==> src/rtl/eth_sw_pkg.sv <==
// Shared widths and types for the switch egress path.
// No logic: constants and typedefs only.
// Imported by the MAC transmit arbiter and its round-robin picker.
package eth_sw_pkg;

  localparam int WORD_W = 32;
  localparam int BV_W   = 2;

  typedef enum logic [1:0] {
    IDLE = 2'd0,
    XFER = 2'd1,
    GAP  = 2'd2
  } arb_state_t;

  typedef logic [BV_W-1:0] bv_t;

endpackage

==> src/rtl/mac_tx_arbiter_rr_arbiter.sv <==
// Round-robin winner pick: first requester after i_last, wrapping modulo NUM_PORTS.
// Latency: purely combinational.
// Backpressure: none; the caller decides when the pick is consumed.
module rr_arbiter #(
  parameter int NUM_PORTS = 4,
  parameter int IDX_W     = $clog2(NUM_PORTS)
) (
  input  logic [NUM_PORTS-1:0] i_req,
  input  logic [IDX_W-1:0]     i_last,
  output logic [IDX_W-1:0]     o_win,
  output logic                 o_vld
);

  logic [IDX_W-1:0] w_idx;

  // Walk offsets from farthest to nearest so the nearest requester after i_last overwrites the rest.
  always_comb begin
    o_win = '0;
    o_vld = 1'b0;
    w_idx = '0;
    for (int k = NUM_PORTS; k >= 1; k--) begin
      w_idx = IDX_W'((int'(i_last) + k) % NUM_PORTS);
      if (i_req[w_idx]) begin
        o_win = w_idx;
        o_vld = 1'b1;
      end
    end
  end

endmodule

==> src/rtl/mac_tx_arbiter.sv <==
// Packet-atomic round-robin share of one MAC tx interface among NUM_PORTS queues.
// Latency: request in IDLE at n -> in_ready at n+1 -> tx_sop at n+2; tx_* is one register behind the accepted word.
// Backpressure: in_ready is one-hot to the granted queue only; bubbles pass through as tx_valid=0.
module mac_tx_arbiter
  import eth_sw_pkg::*;
#(
  parameter int NUM_PORTS  = 4,
  parameter int IFG_CYCLES = 2
) (
  input  logic                          clk,
  input  logic                          reset,
  input  logic                          cfg_enable,
  input  logic [NUM_PORTS-1:0]          in_valid,
  input  logic [NUM_PORTS-1:0]          in_sop,
  input  logic [NUM_PORTS-1:0]          in_eop,
  input  logic [BV_W*NUM_PORTS-1:0]     in_bv,
  input  logic [WORD_W*NUM_PORTS-1:0]   in_data,
  output logic [NUM_PORTS-1:0]          in_ready,
  output logic                          tx_valid,
  output logic                          tx_sop,
  output logic                          tx_eop,
  output logic [BV_W-1:0]               tx_bv,
  output logic [WORD_W-1:0]             tx_data,
  output logic                          busy,
  output logic [$clog2(NUM_PORTS)-1:0]  grant_id,
  output logic                          err_sop,
  output logic [31:0]                   tx_pkt_cnt
);

  localparam int IDX_W = $clog2(NUM_PORTS);
  localparam logic [IDX_W-1:0] LAST_RST = IDX_W'(NUM_PORTS - 1);
  localparam logic [3:0] GAP_LAST = 4'((IFG_CYCLES > 0) ? (IFG_CYCLES - 1) : 0);

  arb_state_t         r_state;
  logic [IDX_W-1:0]   r_last;
  logic [IDX_W-1:0]   r_grant;
  logic [3:0]         r_gap_cnt;
  logic               r_first;
  logic               r_tx_valid;
  logic               r_tx_sop;
  logic               r_tx_eop;
  bv_t                r_tx_bv;
  logic [WORD_W-1:0]  r_tx_data;
  logic               r_err_sop;
  logic [31:0]        r_pkt_cnt;

  logic [NUM_PORTS-1:0] w_req;
  logic [IDX_W-1:0]     w_win;
  logic                 w_win_vld;
  logic                 w_open;
  logic                 w_xfer;
  logic [NUM_PORTS-1:0] w_ready;
  logic                 w_sel_vld;
  logic                 w_sel_sop;
  logic                 w_sel_eop;
  bv_t                  w_sel_bv;
  logic [WORD_W-1:0]    w_sel_data;

  assign w_req = in_valid & in_sop;

  rr_arbiter #(
    .NUM_PORTS (NUM_PORTS),
    .IDX_W     (IDX_W)
  ) u_rr (
    .i_req  (w_req),
    .i_last (r_last),
    .o_win  (w_win),
    .o_vld  (w_win_vld)
  );

  // The cycle that shows tx_eop is a drain cycle: the grant is still held but nothing more is accepted.
  assign w_open = (r_state == XFER) && !r_tx_eop;
  assign w_xfer = w_open && w_sel_vld;

  // Mux the granted queue onto the selection wires and raise its in_ready.
  always_comb begin
    w_sel_vld  = 1'b0;
    w_sel_sop  = 1'b0;
    w_sel_eop  = 1'b0;
    w_sel_bv   = '0;
    w_sel_data = '0;
    w_ready    = '0;
    for (int p = 0; p < NUM_PORTS; p++) begin
      if (r_grant == IDX_W'(p)) begin
        w_sel_vld  = in_valid[p];
        w_sel_sop  = in_sop[p];
        w_sel_eop  = in_eop[p];
        w_sel_bv   = in_bv[BV_W*p +: BV_W];
        w_sel_data = in_data[WORD_W*p +: WORD_W];
        w_ready[p] = w_open;
      end
    end
  end

  // Arbitration FSM plus the registered tx word, error pulse and packet counter.
  always_ff @(posedge clk) begin
    if (reset) begin
      r_state    <= IDLE;
      r_last     <= LAST_RST;
      r_grant    <= '0;
      r_gap_cnt  <= '0;
      r_first    <= 1'b0;
      r_tx_valid <= 1'b0;
      r_tx_sop   <= 1'b0;
      r_tx_eop   <= 1'b0;
      r_tx_bv    <= '0;
      r_tx_data  <= '0;
      r_err_sop  <= 1'b0;
      r_pkt_cnt  <= '0;
    end else begin
      r_tx_valid <= w_xfer;
      // sop is only honoured on the first word of a grant; a misplaced or missing sop is flagged.
      r_tx_sop   <= w_xfer && w_sel_sop && r_first;
      r_tx_eop   <= w_xfer && w_sel_eop;
      r_err_sop  <= w_xfer && (w_sel_sop != r_first);
      if (w_xfer) begin
        r_tx_bv   <= w_sel_bv;
        r_tx_data <= w_sel_data;
        r_first   <= 1'b0;
      end
      if (w_xfer && w_sel_eop) begin
        r_pkt_cnt <= r_pkt_cnt + 32'd1;
      end
      case (r_state)
        IDLE: begin
          if (cfg_enable && w_win_vld) begin
            r_grant <= w_win;
            r_last  <= w_win;
            r_first <= 1'b1;
            r_state <= XFER;
          end
        end
        XFER: begin
          if (r_tx_eop) begin
            r_gap_cnt <= '0;
            r_state   <= (IFG_CYCLES > 0) ? GAP : IDLE;
          end
        end
        GAP: begin
          if (r_gap_cnt == GAP_LAST) begin
            r_state <= IDLE;
          end else begin
            r_gap_cnt <= r_gap_cnt + 4'd1;
          end
        end
        default: r_state <= IDLE;
      endcase
    end
  end

  assign in_ready   = w_ready;
  assign tx_valid   = r_tx_valid;
  assign tx_sop     = r_tx_sop;
  assign tx_eop     = r_tx_eop;
  assign tx_bv      = r_tx_bv;
  assign tx_data    = r_tx_data;
  assign busy       = (r_state != IDLE);
  assign grant_id   = r_grant;
  assign err_sop    = r_err_sop;
  assign tx_pkt_cnt = r_pkt_cnt;

endmodule
==> config.mk <==
export PLATFORM = sky130hd
export DESIGN_NAME = mac_tx_arbiter
export DESIGN_NICKNAME = d
export VERILOG_FILES = /design/src/rtl/eth_sw_pkg.sv /design/src/rtl/mac_tx_arbiter_rr_arbiter.sv /design/src/rtl/mac_tx_arbiter.sv
export SDC_FILE = /design/constraint.sdc
export NUM_CORES = 1
export LEC_CHECK = 0
export ABC_AREA = 1
export CAP_MARGIN = 25
export CORE_MARGIN = 1.5
export CORE_UTILIZATION = 45
export DETAILED_ROUTE_END_ITERATION = 10
export DONT_BUFFER_PORTS = 1
export PLACE_DENSITY = 0.66
export SLEW_MARGIN = 20
export SYNTH_ARGS = -nofsm -noshare
export SYNTH_HDL_FRONTEND = slang
export SYNTH_SLANG_ARGS = --single-unit
==> constraint.sdc <==
create_clock -name clk -period 2.1 [get_ports clk]
set_clock_uncertainty 0.05 [all_clocks]
set_input_delay 0.21 -clock clk [delete_from_list [all_inputs] [get_ports clk]]
set_output_delay 0.21 -clock clk [all_outputs]
set_load 0.1 [all_outputs]
# Word level (Yosys, flattened, before mapping)
# Cells that the tools add are included.
word_totals:
  elab_cells: 99
  ff_bits: 81
  out_inout_bits: 77
  input_bits: 151
classes:
  reduce_logical: 15
  bitwise: 1
  mux: 50
  n_lt_le_gt_ge: 4
  eq_ne: 11
  addsub: 6
ops:
  columns: ["cell", "count"]
  rows:
  - ["$mux 32", 4]
  - ["$add 32x1->32 const B", 1]
  - ["$mux 1", 27]
  - ["$mux 2", 11]
  - ["$lt 2x3->1 const B", 4]
  - ["$bmux 1 s2", 4]
  - ["$mux 4", 2]
  - ["$ne 2x2->1 const B", 4]
  - ["$pmux 4 s2", 1]
  - ["$logic_and 1x1->1", 7]
  - ["$eq 2x2->1 const B", 3]
  - ["$pmux 2 s3", 1]
  - ["$reduce_and 3->1", 2]
  - ["$add 2x1->2 const B", 2]
  - ["$add 2x2->2 const B", 2]
  - ["$add 4x1->4 const B", 1]
  - ["$and 4x4->4", 1]
  - ["$eq 2x1->1 const B", 2]
  - ["$eq 4x1->1 const B", 1]
  - ["$logic_not 2->1", 2]
  - ["$reduce_bool 2->1", 2]
  - ["$reduce_and 2->1", 1]
  - ["$logic_not 1->1", 1]
  - ["$ne 1x1->1", 1]

# Depth between registers and ports, before layout
depth:
  word_depth: 10
  ltp_mapped: 11
  depth_no_buf: 10

# By module
# A second synthesis with hierarchy kept.
hier_totals:
  hier_cells: 815
  area_unflattened_um2: 5006.1
modules_own_cells:
  columns: ["module", "area_per_inst_um2", "instances", "cells_each", "seq_area_each_um2"]
  rows:
  - ["mac_tx_arbiter", 4779.6, 1, 766, 1621.6]
  - ["rr_arbiter", 226.5, 1, 49, 0.0]

# Least setup slack after synthesis
# OpenSTA, ideal clock, no wires.
synth_path:
  kind: "register -> output"
  start: "register r_grant[0], in the netlist grant_id[0]"
  end: "output port in_ready[1]"
  path_buffers: 0
  path_stages_with_launch: 3
  t_required_ns: 1.840
  setup_slack_ns: -1.571
  t_arrival_ns: 3.411
  cell_sequence: "dfxtp_1 > inv_1 > nor3_1"
synth_via:
  elab_chain_len: 2
synth_rtl:
  columns: ["element", "line_no", "text"]
  rows:
  - ["start, declared", "mac_tx_arbiter.sv:36", "logic [IDX_W-1:0] r_grant;"]
  - ["start signal, assigned", "mac_tx_arbiter.sv:127", "r_grant <= w_win;"]
  - ["$eq 2x1->1", "mac_tx_arbiter.sv:84", "if (r_grant == IDX_W'(p)) begin"]
  - ["$mux 1", "mac_tx_arbiter.sv:84", null]
  - ["end, declared", "mac_tx_arbiter.sv:18", "output logic [NUM_PORTS-1:0] in_ready,"]
# Every way passes these cells.

# Worst setup path in the final report
layout_path:
  start: "register r_grant[0], in the netlist grant_id[0]"
  end: "register r_tx_data[27], in the netlist tx_data[27]"
layout_via:
  elab_chain_len: 6
  elab_cells_between_ends: 13
  classes_between: "3 x eq/ne; 8 x mux; 2 x reduce/logical"
layout_rtl:
  columns: ["element", "line_no", "text"]
  rows:
  - ["$logic_not 2->1", "mac_tx_arbiter.sv:84", null]
  - ["$mux 1 (4 in a row)", "mac_tx_arbiter.sv:84", null]
  - ["$logic_and 1x1->1", "mac_tx_arbiter.sv:73", "assign w_xfer = w_open && w_sel_vld;"]
  - ["end signal, assigned", "mac_tx_arbiter.sv:118", "r_tx_data <= w_sel_data;"]
  - ["end, declared", "mac_tx_arbiter.sv:43", "logic [WORD_W-1:0] r_tx_data;"]
# Parallel ways exist; a longest one is shown, timed or not.
# A chain may end at the register's enable or synchronous reset.

==> impl_metrics.tcl <==
set metrics [dict create \
    run_status "finished with violations" \
    violations "hold timing" \
    wl_mm 17.3 \
    drt_iter0_markers 428 \
    power_density_nw_per_um2 880 \
    reg2reg_slack_ps 30 \
    finalSetupTns_ps 0 \
    met3_usage_pct 5.27 \
    ys_types 34 \
    path_class "reg -> reg" \
    critPathBufInv 4 \
    cts_tree "done" \
    dr.pass1.iters 5 \
    start_util_pct 46.5 \
    gp_congestion 0.952 \
    grt-busiest-layer "met2" \
    n_antenna_cell 0 \
    max_slew_margin_pct 54.0 \
    finalPower_mw 5.57 \
    insertion_delay_ps 360 \
    worst_slew_pin_slew_ps 688 \
    slowest_stage "dlygate4sd3_1" \
    synth_nets 897 \
    rr_startpoint "grant_id[0]$_SDFFE_PP0P_" \
    synth_seq_area_share_pct 33.8 \
    synth_area_leader_cell "dfxtp_1" \
    netlist_instances 743 \
    clock-root-buffer "clkbuf_8" \
    drv_cap 0 \
    r2r-end "tx_data[27]$_SDFFE_PP0P_" \
    antenna_found_initial 0 \
    timing.final.ws_setup_ps 27.4 \
    p_leak_nw 2.65 \
    drive_gt1_share_pct 17.6 \
    drc 0 \
    drv_slew 0 \
    cts_inserted_buffers 9 \
    finalNetCount 1005 \
    seq_power_share_pct 31.3 \
    holdCritPathClass "in -> reg" \
    synth-seq-cells 81 \
    grtUsageTotal_pct 29.8 \
    ys_warn_count 0 \
    wire_per_inst_microns 17.4 \
    crit_arrival_ps 2280 \
    switchingPower_mw 2.40 \
    htreeDepth 3 \
    crit_path_cell_trace "clkinvlp_4 -> nand2_2 -> clkinv_1 -> buf_12 -> a221oi_2 -> dlygate4sd3_1 -> o21ai_1" \
    dpl-instance-area_sq_um 5490 \
    power_frac_comb_pct 43.7 \
    dpl.hpwl_mm 12.1 \
    critPathMaxStageDelay_ps 620 \
    die_h_microns 106 \
    grt_pass1_wl_mm 26.6 \
    core_area_sq_um 10300 \
    io_pins 228 \
    fin_area_sq_um 6330 \
    rows 37 \
    r2r_cells 7 \
    hold_violations 1 \
    rsz0062_at_grt "true" \
    cp-start-kind "register" \
    num_vias 5667 \
    ys_top_cells_by_area "dfxtp_1, nand2_1, nand3_1" \
    cts_max_path_buffers 2 \
    postRouteAntennaNets 0 \
    hold_end "tx_data[21]$_SDFFE_PP0P_" \
    min_period_over_period_pct 98.7 \
    power.internal_mw 3.17 \
    cp_max_fo 34 \
    grt_max_degree 42 \
    fmaxAchievable_mhz 482 \
    numPortBuffers 0 \
    die-area_sq_um 11300 \
    holdCritStartpoint "in_data[117]" \
    synth_top_area_share_pct 33.8 \
    place_ws_ps 286 \
    ir_drop_mv 0.479 \
    clockPowerShare_pct 25.0 \
    crit_required_ps 2300 \
    overflow 0 \
    p_sw_share_pct 43.1 \
    die_width_microns 106 \
    globalRouteMet2Util_pct 53.1 \
    synth.cell_area_sq_um 4800 \
    grt_pass1_vias 5309 \
    area_growth_syn_to_layout_pct 31.9 \
    viasPerCell 5.71 \
    cp.depth 7 \
    holdWs_ps -1.54 \
    period_minus_slack_ps 2070 \
    setup_violations 0 \
    clock_sinks 81 \
    end_kind "register" \
    avgSynthCellArea_sq_um 6.46 \
    min_path_cells 2 \
    path_delay_family "buffers and inverters" \
    clkTransAtPathRegs_ps 80 \
    met1_usage_pct 34.3 \
]
-- layout make-up --
type	count	area [sq um]
fill	975	4000
multi-input combinational	587	2900
sequential	81	1650
inverter	38	156
clock buffer	14	215
clock inverter	2	37.5
tap	136	170
timing repair buffer	134	1200
-- flip-flops by register name (all words and copies together), names as in the netlist, 2 cells and up --
signal      cells
tx_bv           2
r_last          2
tx_pkt_cnt     32
tx_data        32
r_gap_cnt       4
grant_id        2
r_state         2
-- stage by stage --
stage | utilization, % | std cells
floorplan | - | 743
global placement | 53.2 | 927
detailed placement | 53.2 | 927
CTS | 60.6 | 993
global route | 61.3 | 992
finish | 61.3 | 992
-- cell usage in the layout (no fill, tap or decap), types with 4 or more instances in the layout --
cell type      Yosys  routed
clkbuf_8           0      12
nand3_1           92      92
a221oi_2           0      10
nand2_1          259     258
nand3b_1           9       9
a221oi_1          28      18
o21ai_0            9       9
buf_12             0       6
xnor2_1            6       6
nand4_1            4       4
a21oi_1           47      47
dlygate4sd3_1      0      47
dfxtp_2            0      14
inv_4              2       4
buf_4              4      81
dfxtp_1           81      65
inv_1             30      29
nor3_1            12      11
nor2_1            60      58
xor2_1            12      12
o21ai_1           31      31
-- what timing repair did --
action | CTS | global route
endpoints found under the setup margin | 0 | 16
endpoints found under the hold margin | 71 | 0
buffers inserted | 0 | 1
resized for setup | 0 | 17
hold buffers | 50 | 0
-- cells by family after synthesis --
kind of cell,Yosys count,share of synthesized area [%]
and+or+nand+nor,447,39.9
AOI/OAI and AO/OA,119,14.8
DFF,81,33.8
buffers and inverters,75,7.46
xor gates and xnor gates,18,3.29
adders and majority gates,3,0.783
-- per-layer routing --
metal	vias up	wire length (microns)
li1	2694	-
met1	2616	6680
met2	295	8650
met3	62	1300
met4	0	673
met5	-	0
-- worst max-delay path by stage --
stage                              from                     endpoint
2_1_floorplan  grant_id[0]$_SDFFE_PP0P_  tx_pkt_cnt[20]$_SDFFE_PP0P_
3_3_place_gp   grant_id[0]$_SDFFE_PP0P_      tx_data[7]$_SDFFE_PP0P_
3_5_place_dp   grant_id[0]$_SDFFE_PP0P_      tx_data[5]$_SDFFE_PP0P_
4_1_cts        grant_id[0]$_SDFFE_PP0P_     tx_data[16]$_SDFFE_PP0P_
5_1_grt        grant_id[0]$_SDFFE_PP0P_     tx_data[25]$_SDFFE_PP0P_
6_report       grant_id[0]$_SDFFE_PP0P_     tx_data[27]$_SDFFE_PP0P_
-- cell usage after synthesis --
cell / count
buf_4: 4
nor2_4: 2
or2_1: 2
a22oi_1: 1
xor2_1: 12
a211oi_1: 1
inv_4: 2
o21ai_0: 9
dfxtp_1: 81
nand2_4: 1
nand4_1: 4
ha_1: 3
nor2_1: 60
clkinv_1: 1
o21ai_2: 1
buf_6: 7
nand3_1: 92
inv_2: 5
nand3_2: 1
buf_2: 3
clkbuf_1: 22
nand3b_1: 9
nand2_1: 259
nor2_8: 1
a221oi_1: 28
or2_2: 1
o21ai_1: 31
o22ai_1: 1
inv_1: 30
nor3_1: 12
xnor2_1: 6
nand2_2: 3
buf_1: 1
a21oi_1: 47
-- power by group through the flow --
stage	Combinational, mW	Sequential [mW]	Clock, mW
final	2.43	1.74	1.39
after global routing	2.57	1.76	1.48
after CTS	2.33	1.74	1.41
after detailed placement	2.11	1.77	0
after global placement	2.08	1.77	0
after floorplan	1.03	2.46	0
(Power assumes the default switching activity.)
